<file path="src/rtl/batch_dispatcher.sv">
// batch_dispatcher
//
// Purpose:
//   Collects scheduler-output transactions into a small batch buffer. When a
//   batch is closed, either by batch_completed or by the buffer filling up, it
//   issues the buffered transactions in order to free execution workers. It
//   then waits for every issued worker to report done before it pulses
//   batch_done and starts collecting the next batch.
//
// Ports:
//   clk, rst_n                          single rising-edge clock, synchronous active-low reset
//   s_axis_tvalid / s_axis_tready       incoming transaction handshake
//   s_axis_tdata_owner_programID        incoming transaction owner (64 bits)
//   s_axis_tdata_read_dependencies      incoming read dependency vector
//   s_axis_tdata_write_dependencies     incoming write dependency vector
//   batch_completed                     single-cycle pulse that closes the current batch
//   m_axis_tvalid / m_axis_tready       issue handshake toward the workers
//   m_axis_tdata_*                      issued transaction (owner, read deps, write deps)
//   m_axis_tdest                        index of the target worker
//   worker_done_valid / worker_done_id  worker completion report
//   batch_done                          one-cycle pulse when a batch fully retires
//   inflight_mask                       one bit per busy worker
//   batches_retired                     wrapping count of retired batches
//   transactions_issued                 wrapping count of issue handshakes
//   spurious_done_count                 wrapping count of ignored done reports

module batch_dispatcher #(
    parameter int  MAX_DEPENDENCIES = 256,
    parameter int  MAX_BATCH_SIZE   = 8,
    parameter int  NUM_WORKERS      = 4,
    localparam int WID              = (NUM_WORKERS > 1) ? $clog2(NUM_WORKERS) : 1
) (
    input  logic                        clk,
    input  logic                        rst_n,

    input  logic                        s_axis_tvalid,
    output logic                        s_axis_tready,
    input  logic [63:0]                 s_axis_tdata_owner_programID,
    input  logic [MAX_DEPENDENCIES-1:0] s_axis_tdata_read_dependencies,
    input  logic [MAX_DEPENDENCIES-1:0] s_axis_tdata_write_dependencies,
    input  logic                        batch_completed,

    output logic                        m_axis_tvalid,
    input  logic                        m_axis_tready,
    output logic [63:0]                 m_axis_tdata_owner_programID,
    output logic [MAX_DEPENDENCIES-1:0] m_axis_tdata_read_dependencies,
    output logic [MAX_DEPENDENCIES-1:0] m_axis_tdata_write_dependencies,
    output logic [WID-1:0]              m_axis_tdest,

    input  logic                        worker_done_valid,
    input  logic [WID-1:0]              worker_done_id,

    output logic                        batch_done,
    output logic [NUM_WORKERS-1:0]      inflight_mask,
    output logic [31:0]                 batches_retired,
    output logic [31:0]                 transactions_issued,
    output logic [31:0]                 spurious_done_count
);

    // count and rd_ptr must be able to hold MAX_BATCH_SIZE itself, so they
    // are one bit wider than the buffer index when the size is a power of two.
    localparam int CW = $clog2(MAX_BATCH_SIZE + 1);
    localparam int IW = (MAX_BATCH_SIZE > 1) ? $clog2(MAX_BATCH_SIZE) : 1;

    typedef enum logic [1:0] {
        COLLECT  = 2'd0,
        DISPATCH = 2'd1,
        DRAIN    = 2'd2
    } state_t;

    state_t                  state;
    state_t                  state_n;
    logic [CW-1:0]           count;
    logic [CW-1:0]           count_n;
    logic [CW-1:0]           rd_ptr;
    logic [CW-1:0]           rd_ptr_n;
    logic [NUM_WORKERS-1:0]  mask_n;
    logic [NUM_WORKERS-1:0]  done_clr;
    logic [NUM_WORKERS-1:0]  issue_set;
    logic [WID-1:0]          free_idx;
    logic [WID-1:0]          dest_n;
    logic                    valid_n;
    logic                    done_ok;
    logic                    retire;
    logic                    accept;
    logic                    issue_fire;

    logic [63:0]                 buffer_owner [MAX_BATCH_SIZE];
    logic [MAX_DEPENDENCIES-1:0] buffer_rd    [MAX_BATCH_SIZE];
    logic [MAX_DEPENDENCIES-1:0] buffer_wr    [MAX_BATCH_SIZE];

    assign s_axis_tready = (state == COLLECT) && (count < CW'(MAX_BATCH_SIZE));
    assign accept        = s_axis_tvalid && s_axis_tready;
    assign issue_fire    = m_axis_tvalid && m_axis_tready;

    // rd_ptr only moves on a handshake, so the presented entry stays stable
    // for as long as the worker side stalls.
    assign m_axis_tdata_owner_programID    = buffer_owner[rd_ptr[IW-1:0]];
    assign m_axis_tdata_read_dependencies  = buffer_rd[rd_ptr[IW-1:0]];
    assign m_axis_tdata_write_dependencies = buffer_wr[rd_ptr[IW-1:0]];

    // Buffer storage carries no reset; entries are only read after being written.
    always_ff @(posedge clk) begin
        if (accept) begin
            buffer_owner[count[IW-1:0]] <= s_axis_tdata_owner_programID;
            buffer_rd[count[IW-1:0]]    <= s_axis_tdata_read_dependencies;
            buffer_wr[count[IW-1:0]]    <= s_axis_tdata_write_dependencies;
        end
    end

    // Next-state computation. The issue outputs are registered, so they are
    // derived from the next-cycle view of state, pointers and busy mask; that
    // gives one cycle from trigger to tvalid and no bubble between issues.
    always_comb begin
        done_clr  = '0;
        done_ok   = 1'b0;
        issue_set = '0;
        retire    = 1'b0;
        state_n   = state;
        count_n   = count;
        rd_ptr_n  = rd_ptr;
        free_idx  = '0;
        valid_n   = 1'b0;
        dest_n    = m_axis_tdest;

        // Only a done for a worker that is actually busy has any effect.
        if (worker_done_valid && (int'(worker_done_id) < NUM_WORKERS)) begin
            if (inflight_mask[worker_done_id]) begin
                done_ok                  = 1'b1;
                done_clr[worker_done_id] = 1'b1;
            end
        end

        // The issued worker was free in the registered mask, so a same-cycle
        // valid done can never target it; set and clear never collide.
        if (issue_fire) begin
            issue_set[m_axis_tdest] = 1'b1;
            rd_ptr_n                = rd_ptr + CW'(1);
        end
        mask_n = (inflight_mask & ~done_clr) | issue_set;

        if (accept) begin
            count_n = count + CW'(1);
        end

        case (state)
            COLLECT: begin
                if ((batch_completed && ((count != '0) || accept)) ||
                    (accept && (count_n == CW'(MAX_BATCH_SIZE)))) begin
                    state_n = DISPATCH;
                end
            end
            DISPATCH: begin
                if (issue_fire && (rd_ptr_n == count)) begin
                    state_n = DRAIN;
                end
            end
            DRAIN: begin
                if (mask_n == '0) begin
                    retire   = 1'b1;
                    state_n  = COLLECT;
                    count_n  = '0;
                    rd_ptr_n = '0;
                end
            end
            default: begin
                state_n = COLLECT;
            end
        endcase

        for (int i = NUM_WORKERS - 1; i >= 0; i--) begin
            if (!mask_n[i]) begin
                free_idx = WID'(i);
            end
        end

        // A stalled offer keeps its destination even if a lower worker frees up.
        if (m_axis_tvalid && !m_axis_tready) begin
            valid_n = 1'b1;
        end else begin
            valid_n = (state_n == DISPATCH) && (rd_ptr_n < count_n) && (mask_n != '1);
            dest_n  = free_idx;
        end
    end

    // State machine and all registered outputs.
    always_ff @(posedge clk) begin
        if (!rst_n) begin
            state               <= COLLECT;
            count               <= '0;
            rd_ptr              <= '0;
            inflight_mask       <= '0;
            m_axis_tvalid       <= 1'b0;
            m_axis_tdest        <= '0;
            batch_done          <= 1'b0;
            batches_retired     <= '0;
            transactions_issued <= '0;
            spurious_done_count <= '0;
        end else begin
            state         <= state_n;
            count         <= count_n;
            rd_ptr        <= rd_ptr_n;
            inflight_mask <= mask_n;
            m_axis_tvalid <= valid_n;
            m_axis_tdest  <= dest_n;
            batch_done    <= retire;
            if (retire) begin
                batches_retired <= batches_retired + 32'd1;
            end
            if (issue_fire) begin
                transactions_issued <= transactions_issued + 32'd1;
            end
            if (worker_done_valid && !done_ok) begin
                spurious_done_count <= spurious_done_count + 32'd1;
            end
        end
    end

endmodule
</file>
<file path="config.mk">
export PLATFORM = sky130hd
export DESIGN_NAME = batch_dispatcher
export DESIGN_NICKNAME = d
export VERILOG_FILES = /design/src/rtl/batch_dispatcher.sv
export SDC_FILE = /design/constraint.sdc
export NUM_CORES = 2
export LEC_CHECK = 0
export CAP_MARGIN = 5
export CORE_ASPECT_RATIO = 0.8
export CORE_MARGIN = 1.5
export CORE_UTILIZATION = 40
export DETAILED_ROUTE_END_ITERATION = 6
export GPL_TIMING_DRIVEN = 0
export HOLD_SLACK_MARGIN = 0.1
export PLACE_DENSITY = 0.58
export SYNTH_ARGS = -nofsm -noshare
export SYNTH_HDL_FRONTEND = slang
export SYNTH_MEMORY_MAX_BITS = 65536
export SYNTH_SLANG_ARGS = --single-unit
export TNS_END_PERCENT = 100
</file>
<file path="constraint.sdc">
create_clock -name clk -period 71.9 [get_ports clk]
set_clock_uncertainty 0.1 [all_clocks]
set_input_delay 14.38 -clock clk [delete_from_list [all_inputs] [get_ports clk]]
set_output_delay 14.38 -clock clk [all_outputs]
set_load 0.05 [all_outputs]
</file>
==> flow_metrics.env <==
export IMPL_path_clk_slew_ps=60
export IMPL_cts_buffers=452
export IMPL_mostFrequentLayoutCells="4608 x edfxtp_1, 1264 x clkdlybuf4s50_1, 1153 x mux4_2"
export IMPL_hold_path_class="flip-flop to flip-flop"
export IMPL_wl_per_cell_um=30.6
export IMPL_fillers=34900
export IMPL_cts_resized=0
export IMPL_h_tree_depth=5
export IMPL_die_y_um=599
export IMPL_total_power_mw=6.14
export IMPL_gp_congestion=0.806
export IMPL_reg2reg_depth=17
export IMPL_coreArea_um2=442000
export IMPL_cp_end_kind="primary output"
export IMPL_worstMarginPinSlew_ps=1230
export IMPL_critPathArrivalTime_ps=6100
export IMPL_vias=85500
export IMPL_crit_family="buffers and inverters"
export IMPL_slew_violations=0
export IMPL_cp_buffers_inverters=5
export IMPL_synth_xor_area_share_pct=0.281
export IMPL_layout_drive_gt1_share_pct=28.1
export IMPL_cts_root_buf="clkbuf_16"
export IMPL_tritoncts="done"
export IMPL_muxShareOfSynthArea_pct=18.3
export IMPL_power_density_nw_per_um2=28.1
export IMPL_synthCells=7354
export IMPL_async_flop_share_pct=0
export IMPL_final_common_cell="edfxtp_1"
export IMPL_ys_top_cells_by_area="edfxtp_1 78%, mux4_2 15%, mux2_2 3.7%"
export IMPL_ys_warn_count=0
export IMPL_start_kind="flip-flop"
export IMPL_regArea_um2=141000
export IMPL_yosysTopAreaCell="edfxtp_1"
export IMPL_antenna_found_initial=203
export IMPL_nets=10000
export IMPL_gr_total_overflow=0
export IMPL_relSlewSlack_pct=18.0
export IMPL_crit_chain="clkbuf_1, buf_2, clkbuf_1, buf_1, mux4_2, mux2_2, clkdlybuf4s50_1"
export IMPL_hold_viol=0
export IMPL_die_w_um=748
export IMPL_leakage_nw=66.5
export IMPL_synth_top_area_share_pct=77.9
export IMPL_max_freq_ghz=0.0486
export IMPL_synth_nets=7947
export IMPL_grt_pass1_wl_mm=674
export IMPL_ys_seq_area_share_pct=79.1
export IMPL_synth_compound_area_share_pct=0.391
export IMPL_tns_ps=0
export IMPL_syn_area_per_cell_um2=24.2
export IMPL_cp_slowest_cell="clkbuf_1"
export IMPL_synthAdderAreaFrac_pct=0.0634
export IMPL_grt_usage_pct=21.0
export IMPL_ant_nets=0
export IMPL_synth_seq_cells=4722
export IMPL_synthesis_area_um2=178000
export IMPL_wirelength_mm=481
export IMPL_hpwl_mm=334
export IMPL_yosysUniqueCellTypes=63
export IMPL_multi_input_area_um2=35700
export IMPL_slowest_delay_ps=970
export IMPL_critical_path_most_common_cell="clkbuf_1"
export IMPL_rsz0062_at_grt="false"
export IMPL_drcViolationCount=0
export IMPL_first_iter_violations=8449
export IMPL_dr_pass1_iters=6
export IMPL_via_per_inst=5.45
export IMPL_fin_crit_sh_pct=28.6
export IMPL_maxCapViolCount=0
export IMPL_grt_pass1_vias=87400
export IMPL_initial_core_util_pct=40.2
export IMPL_ir_drop_v=0.0000245
export IMPL_io_pins=1265
export IMPL_hold_depth=2
export IMPL_cts_setup_buffers=0
export IMPL_finalCriticalPeriod_ps=20580
export IMPL_hold_buffers=0
export IMPL_cp_depth=7
export IMPL_grt_start_max_net_pins=25
export IMPL_synth_simple_area_share_pct=0.976
export IMPL_crit_fanout=10
export IMPL_io_buffers=1264
export IMPL_outcome="completed"
export IMPL_worstPathRequired_ps=57420
export IMPL_synth_edff_count=4608
export IMPL_insertion_delay_ps=980
export IMPL_syn_to_final_growth_pct=22.9
export IMPL_synth_flop_cell="edfxtp_1"
export IMPL_critPathKind="flip-flop to primary output"
export IMPL_rows=218
export IMPL_final_setup_viol_count=0
export IMPL_cts_sinks=4722
export IMPL_die_area_um2=448000
export IMPL_synth_top_family_by_area="multiplexers"
export IMPL_clockBufferDepth=4
[sequential cells by signal, indices dropped and copies added (netlist names)]
name	cells
batch_done	1
batches_retired	32
buffer_owner	512
buffer_rd	2048
buffer_wr	2048
count	4
inflight_mask	4
m_axis_tdest	2
m_axis_tvalid	1
rd_ptr	4
spurious_done_count	32
state	2
transactions_issued	32
[worst paths after layout]
kind / startpoint / end / slack [ps]
max: rd_ptr[0]$_SDFF_PN0_ / m_axis_tdata_write_dependencies[125] / 51320
min reg2reg: batches_retired[24]$_SDFFE_PN0P_ / batches_retired[24]$_SDFFE_PN0P_ / 390
max reg2reg: count[3]$_SDFF_PN0_ / buffer_rd[0][8]$_DFFE_PP_ / 66450
min: batches_retired[24]$_SDFFE_PN0P_ / batches_retired[24]$_SDFFE_PN0P_ / 390
[final cells by class]
class	instances	area share, %
sequential	4722	64.4
multi-input combinational	2250	16.3
timing repair buffer	1621	8.53
clock buffer	555	5.44
tap	5830	3.34
clock inverter	277	1.22
buffer	354	0.622
antenna	64	0.0733
inverter	28	0.0481
[Yosys cell counts, drive strengths merged, types with 2 or more instances]
cell and n:
edfxtp 4608, mux4 1153, mux2 577, clkbuf 218
buf 136, dfxtp 114, nor2 81, nand2 56
a21oi 46, xnor2 45, o21ai 32, inv 28
nand3 27, nand4 25, or3 25, nor4 21
or4 19, nor3 15, o31ai 15, mux2i 12
xor2 12, and4 10, ha 9, nand2b 9
nor2b 9, and2 7, or2 7, and3 6
o211ai 4, a211oi 2, a2bb2oi 2, nor4b 2
or3b 2
[layer usage]
metal / vias to the layer above / global-route usage, % / wire [µm]
li1: 35700 / - / -
met1: 46000 / 27.5 / 193000
met2: 2763 / 34.8 / 236000
met3: 857 / 5.48 / 35500
met4: 122 / 6.04 / 15500
met5: - / 0 / 774
[stage by stage]
stage | utilization (%) | cells | setup slack, ps | hold slack [ps] | cell area, µm²
after global routing | 49.4 | 15700 | 50810 | 402 | 218000
after floorplan | - | 7354 | 15580 | 438 | 178000
final | 49.5 | 15700 | 51320 | 389 | 218000
after detailed placement | 46.1 | 14800 | 51910 | 378 | 204000
after CTS | 49.4 | 15600 | 50800 | 389 | 218000
after global placement | 44.8 | 14400 | -33330 | 369 | 198000
[tightest hold or removal path, cell delays in order (launching register included)]
cell and delay, ps:
dfxtp_1 330, nand2_1 60, mux2i_1 60
[cell families (layout without fill, tap and decap cells)]
family                   after synthesis  after routing
AO/OA/AOI/OAI                        116            116
XOR/XNOR                              57             57
adder cells (fa/ha/maj)                9              9
buffers and inverters                382           2835
flip-flops                          4722           4722
multiplexers                        1742           1742
other                                  0             64
AND/OR/NAND/NOR                      326            326
[where the power goes]
part           internal (mW)  leakage (nW)  total (mW)  switching [mW]
sequential              3.09          42.7        3.10          0.0132
clock                   1.32          7.06        2.35            1.03
combinational          0.268          16.7       0.687           0.419
total                   4.68          66.5        6.14            1.46
No activity file was read; power rests on OpenSTA's default activity.
